==> src/rtl/param_load_sched.sv <==
// -----------------------------------------------------------------------------
// param_load_sched
// Streams every CNN parameter word from one shared 32-bit source into the
// per-layer weight/bias loaders, in the order conv1..conv4, fc6, fc7.
// For each layer it sends all weight words, then all bias words, then one
// bubble cycle. Every accepted word is registered onto the shared weight or
// bias bus. Exactly one one-hot strobe bit rises one cycle after the accept.
//
// Optional feature: define PARAM_CHECKSUM_EN to enable a running modulo-2^BIT
// sum of every accepted word. When it is undefined, checksum is tied to 0.
//
// Ports:
//   clk, rst_        clock, asynchronous active-low reset
//   start            one-cycle pulse that begins a full load (ignored when busy)
//   abort            synchronous cancel; returns to IDLE on the next edge
//   src_data/valid   parameter word from memory
//   src_ready        word is accepted this cycle (valid & ready)
//   weight_bus       last accepted weight word (shared by all layers)
//   bias_bus         last accepted bias word (shared by all layers)
//   control_weight   one-hot weight strobe, bit i = layer i
//   control_bias     one-hot bias strobe, bit i = layer i
//   layer_idx        layer currently being loaded (0 when idle)
//   busy             high from the accepted start until the load completes
//   done             one-cycle pulse after the last word is delivered
//   checksum         running parameter checksum (0 unless PARAM_CHECKSUM_EN)
// -----------------------------------------------------------------------------
module param_load_sched #(
   parameter int                          BIT       = 32,
   parameter int                          NUM_LAYER = 6,
   parameter int                          CNT_W     = 16,
   parameter logic [NUM_LAYER*CNT_W-1:0]  W_LENS    = {NUM_LAYER{CNT_W'(2)}},
   parameter logic [NUM_LAYER*CNT_W-1:0]  B_LENS    = {NUM_LAYER{CNT_W'(1)}}
) (
   input  logic                 clk,
   input  logic                 rst_,
   input  logic                 start,
   input  logic                 abort,
   input  logic [BIT-1:0]       src_data,
   input  logic                 src_valid,
   output logic                 src_ready,
   output logic [BIT-1:0]       weight_bus,
   output logic [BIT-1:0]       bias_bus,
   output logic [NUM_LAYER-1:0] control_weight,
   output logic [NUM_LAYER-1:0] control_bias,
   output logic [2:0]           layer_idx,
   output logic                 busy,
   output logic                 done,
   output logic [BIT-1:0]       checksum
);

   typedef enum logic [2:0] {S_IDLE, S_WEIGHT, S_BIAS, S_NEXT, S_DONE} state_t;

   localparam logic [2:0]           LAST_LAYER = 3'(NUM_LAYER - 1);
   localparam logic [NUM_LAYER-1:0] ONE_HOT0   = NUM_LAYER'(1);

   state_t               state_q, state_d;
   logic [2:0]           layer_q, layer_d;
   logic [CNT_W-1:0]     cnt_q, cnt_d;
   logic [BIT-1:0]       wbus_q, wbus_d;
   logic [BIT-1:0]       bbus_q, bbus_d;
   logic [NUM_LAYER-1:0] cw_q, cw_d;
   logic [NUM_LAYER-1:0] cb_q, cb_d;
   logic                 busy_q, busy_d;
   logic                 accept;
   logic [CNT_W-1:0]     wlen, blen;

   function automatic logic [CNT_W-1:0] w_len(input logic [2:0] l);
      return W_LENS[int'(l)*CNT_W +: CNT_W];
   endfunction

   function automatic logic [CNT_W-1:0] b_len(input logic [2:0] l);
      return B_LENS[int'(l)*CNT_W +: CNT_W];
   endfunction

   // A layer with no weights starts in BIAS. A layer with no parameters at
   // all only gets its bubble cycle.
   function automatic state_t entry_state(input logic [2:0] l);
      if (w_len(l) != '0)      return S_WEIGHT;
      else if (b_len(l) != '0) return S_BIAS;
      else                     return S_NEXT;
   endfunction

   // abort masks ready so that a word offered alongside it is never consumed.
   assign src_ready = ((state_q == S_WEIGHT) || (state_q == S_BIAS)) && !abort;
   assign accept    = src_valid && src_ready;
   assign wlen      = w_len(layer_q);
   assign blen      = b_len(layer_q);

`ifdef PARAM_CHECKSUM_EN
   logic [BIT-1:0] csum_q, csum_d;
`endif

   always_comb begin
      state_d = state_q;
      layer_d = layer_q;
      cnt_d   = cnt_q;
      wbus_d  = wbus_q;
      bbus_d  = bbus_q;
      cw_d    = '0;
      cb_d    = '0;
      busy_d  = busy_q;
`ifdef PARAM_CHECKSUM_EN
      csum_d  = csum_q;
      if (accept) csum_d = csum_q + src_data;
`endif
      if (abort) begin
         state_d = S_IDLE;
         layer_d = '0;
         cnt_d   = '0;
         busy_d  = 1'b0;
      end else begin
         case (state_q)
            S_IDLE: begin
               if (start) begin
                  layer_d = '0;
                  cnt_d   = '0;
                  busy_d  = 1'b1;
                  state_d = entry_state(3'd0);
`ifdef PARAM_CHECKSUM_EN
                  csum_d  = '0;
`endif
               end
            end
            S_WEIGHT: begin
               if (accept) begin
                  wbus_d = src_data;
                  cw_d   = ONE_HOT0 << layer_q;
                  if (cnt_q == wlen - CNT_W'(1)) begin
                     cnt_d   = '0;
                     state_d = (blen == '0) ? S_NEXT : S_BIAS;
                  end else begin
                     cnt_d = cnt_q + CNT_W'(1);
                  end
               end
            end
            S_BIAS: begin
               if (accept) begin
                  bbus_d = src_data;
                  cb_d   = ONE_HOT0 << layer_q;
                  if (cnt_q == blen - CNT_W'(1)) begin
                     cnt_d   = '0;
                     state_d = S_NEXT;
                  end else begin
                     cnt_d = cnt_q + CNT_W'(1);
                  end
               end
            end
            S_NEXT: begin
               if (layer_q == LAST_LAYER) begin
                  state_d = S_DONE;
               end else begin
                  layer_d = layer_q + 3'd1;
                  state_d = entry_state(layer_q + 3'd1);
               end
            end
            S_DONE: begin
               busy_d  = 1'b0;
               layer_d = '0;
               state_d = S_IDLE;
            end
            default: state_d = S_IDLE;
         endcase
      end
   end

   always_ff @(posedge clk or negedge rst_) begin
      if (!rst_) begin
         state_q <= S_IDLE;
         layer_q <= '0;
         cnt_q   <= '0;
         wbus_q  <= '0;
         bbus_q  <= '0;
         cw_q    <= '0;
         cb_q    <= '0;
         busy_q  <= 1'b0;
      end else begin
         state_q <= state_d;
         layer_q <= layer_d;
         cnt_q   <= cnt_d;
         wbus_q  <= wbus_d;
         bbus_q  <= bbus_d;
         cw_q    <= cw_d;
         cb_q    <= cb_d;
         busy_q  <= busy_d;
      end
   end

`ifdef PARAM_CHECKSUM_EN
   always_ff @(posedge clk or negedge rst_) begin
      if (!rst_) csum_q <= '0;
      else       csum_q <= csum_d;
   end
   assign checksum = csum_q;
`else
   assign checksum = '0;
`endif

   assign weight_bus     = wbus_q;
   assign bias_bus       = bbus_q;
   assign control_weight = cw_q;
   assign control_bias   = cb_q;
   assign layer_idx      = layer_q;
   assign busy           = busy_q;
   assign done           = (state_q == S_DONE);

endmodule

==> config.mk <==
export PLATFORM = sky130hd
export DESIGN_NAME = param_load_sched
export DESIGN_NICKNAME = d
export VERILOG_FILES = /design/src/rtl/param_load_sched.sv
export SDC_FILE = /design/constraint.sdc
export NUM_CORES = 1
export LEC_CHECK = 0
export BUFFER_PORTS_ARGS = -buffer_cell sky130_fd_sc_hd__buf_2
export CORE_UTILIZATION = 37
export DETAILED_ROUTE_END_ITERATION = 7
export SYNTH_ARGS = -nofsm -noshare
export SYNTH_HDL_FRONTEND = slang
export SYNTH_SLANG_ARGS = --single-unit
==> constraint.sdc <==
create_clock -name clk -period 3.8 [get_ports clk]
set_input_delay 0.76 -clock clk [delete_from_list [all_inputs] [get_ports clk]]
set_output_delay 0.76 -clock clk [all_outputs]
set_load 0.005 [all_outputs]
==> results.json <==
{
  "clk_pin_slew_ns": 0.06,
  "cp_top_family": "buffers and inverters",
  "overflow": 0,
  "cts_made_buffers": 9,
  "io_pins": 151,
  "crit_chain": "buf_2 > nor2_1 > o21ai_1 > inv_1 > buf_2",
  "cap_violations": 0,
  "wl_per_cell_um": 13.8,
  "skew_ns": 0.00584,
  "critPathBufInv": 3,
  "final_cell_mix": "117 x buf_2, 99 x dfrtp_1, 66 x mux2_2",
  "grt_max_degree": 57,
  "drc": 0,
  "routed_wl_mm": 8.64,
  "p_int_uw": 2450,
  "clockBufferDepth": 2,
  "cts_hold_buf": 0,
  "die_h_um": 111,
  "num_antenna_cells": 0,
  "seq_power_share_pct": 46.5,
  "synthFlopType": "dfrtp_1",
  "peakVddDrop_mv": 0.421,
  "period_minus_slack_ns": 2.53,
  "crit_top_cell": "buf_2",
  "critPathKind": "in -> out",
  "r2r_slack_ns": 1.46,
  "avgViaCountPerCell": 4.74,
  "area_growth_pct": 21.2,
  "nFillCells": 1080,
  "drtPass1Iterations": 4,
  "dieArea_sq_um": 12300,
  "hold_viol_final": 0,
  "finalMaxSlewViolations": 0,
  "status": "complete, no violations",
  "min_path_type": "in -> async",
  "dieWidth_um": 111,
  "worst_pin_slew_ns": 0.892,
  "cts_sinks": 99,
  "rsz0062_at_grt": "false",
  "nets": 519,
  "cts_tree": "built",
  "startpoint_type": "input pin",
  "setup_viol": 0,
  "p_comb_share_pct": 28.3,
  "portBuffers": 118,
  "dp.cells": 608,
  "p_leak_uw": 0.00263,
  "final_common_cell": "buf_2",
  "via_count": 2957,
  "arrival_ns": 1.77,
  "core_area_sq_um": 11500,
  "instances_no_fill": 624,
  "required_ns": 3.04,
  "switching_power_uw": 958,
  "synth_edf_count": 0,
  "worst_path_max_delay_cell": "nor2_1",
  "drt_first_iter_violations": 117,
  "fp-row-count": 39,
  "yosysWarnings": 0,
  "slew-limit-headroom_pct": 40.4,
  "ys_seq_elements": 99,
  "p_per_area_nw_per_um2": 643,
  "htreeDepth": 3,
  "clkPwrFrac_pct": 25.2,
  "cts-root-buf": "clkbuf_16",
  "start_util_pct": 38.2,
  "place_congestion": 0.742,
  "ys_seq_area_share_pct": 56.6,
  "netlist_area_sq_um": 4380,
  "clock_latency_ns": 0.34,
  "ant_nets": 0,
  "pre_cts_slack_ns": 1.09,
  "synthArstFlopShare_pct": 100,
  "period_share_pct": 66.7,
  "grt.total_usage_pct": 14.9,
  "sw_frac_of_total_pct": 28.1,
  "cp-end-kind": "primary output",
  "grt_pass1_vias": 2882,
  "grt_pass1_wl_mm": 14.6,
  "final.setup.tns_ns": 0,
  "worstPathMaxFanout": 7,
  "setup_ws_ns": 1.27,
  "cp_slowest_stage_delay_ns": 0.40,
  "post-dp-hpwl_mm": 6.10,
  "ys_types": 36,
  "synth.avg_cell_area_sq_um": 12.3,
  "fmax_mhz": 394,
  "drive_gt1_share_pct": 43.2,
  "cts_resized": 0,
  "antenna_found_initial": 0,
  "synthesis.instances": 356,
  "total_power_uw": 3410,
  "postCtsSetupBuffers": 0
}
==> power groups by stage <==
stage | Clock [uW] | Sequential [uW] | Combinational (uW)
6_report | 859 | 1590 | 964
5_1_grt | 938 | 1640 | 1060
4_1_cts | 888 | 1590 | 984
3_5_place_dp | 0 | 1610 | 983
3_3_place_gp | 0 | 1590 | 963
2_1_floorplan | 0 | 1620 | 502
==> logic make-up after synthesis <==
group / count (synthesis) / synth area share (%)
adder cells (fa/ha/maj): 6 / 1.72
XOR/XNOR: 10 / 2.00
other: 1 / 0.0857
multiplexers: 66 / 17.0
buffers and inverters: 47 / 6.89
AO/OA/AOI/OAI: 24 / 4.15
flip-flops: 99 / 56.6
AND/OR/NAND/NOR: 103 / 11.6
==> worst register-to-register path, cell delays in order, from the launching register on <==
cell	delay [ns]
dfrtp_1	0.56
or4b_4	0.22
a21oi_1	0.05
nand4b_2	0.22
a32oi_4	0.40
nor2b_1	0.63
nor2_1	0.12
==> per-stage QoR <==
step	util (%)	instance area (sq um)	hold WS, ns
floorplan	-	4490	0.464
detailed placement	43.8	5020	0.487
global route	46.2	5300	0.459
finish	46.2	5300	0.418
global placement	43.8	5020	0.481
CTS	46.2	5300	0.430
==> final cells by class <==
class	instances	area (sq um)	share of cell area, %
clock buffers	13	260	4.91
multi-input cells	241	1720	32.5
well taps	143	179	3.38
repair buffers	121	628	11.8
flip-flops and latches	99	2480	46.7
inverters	4	15.0	0.283
clock inverters	3	21.3	0.401
==> metal layers <==
metal / track usage [%] / wire (um)
met2: 23.4 / 3980
met1: 20.0 / 4050
met5: 0 / 0
met3: 4.32 / 498
met4: 4.80 / 108
==> flip-flops by register name, summed over array words and instances (netlist names) <==
| signal | flops |
|---|---|
| busy | 1 |
| cnt_q | 16 |
| weight_bus | 32 |
| control_bias | 6 |
| bias_bus | 32 |
| state_q | 3 |
| control_weight | 6 |
| layer_idx | 3 |
==> path summary, 6_finish.rpt <==
kind	cells past startpoint	start	end
min in group clk	1	weight_bus[16]$_DFFE_PN0P_	weight_bus[16]$_DFFE_PN0P_
setup reg to reg	6	state_q[1]$_DFFE_PN0P_	cnt_q[10]$_DFFE_PN0P_
hold / removal	1	rst_	bias_bus[9]$_DFFE_PN0P_
max in group asynchronous	2	rst_	weight_bus[26]$_DFFE_PN0P_
setup / recovery	5	abort	src_ready
hold reg to reg	1	weight_bus[16]$_DFFE_PN0P_	weight_bus[16]$_DFFE_PN0P_
==> Yosys cell counts, drive strengths merged (5+ instances only) <==
| cell type | instances | area (sq um) |
|---|---|---|
| nor3 | 8 | 40.0 |
| clkbuf | 7 | 26.3 |
| nand4 | 5 | 31.3 |
| xnor2 | 7 | 61.3 |
| dfrtp | 99 | 2480 |
| buf | 36 | 260 |
| nand3 | 11 | 55.1 |
| mux2 | 66 | 743 |
| nor2 | 34 | 128 |
| ha | 6 | 75.1 |
| o21ai | 5 | 25.0 |
| nand2 | 23 | 86.3 |
| a21oi | 6 | 30.0 |
| nor2b | 5 | 31.3 |
Power figures use the tool's default switching activity.
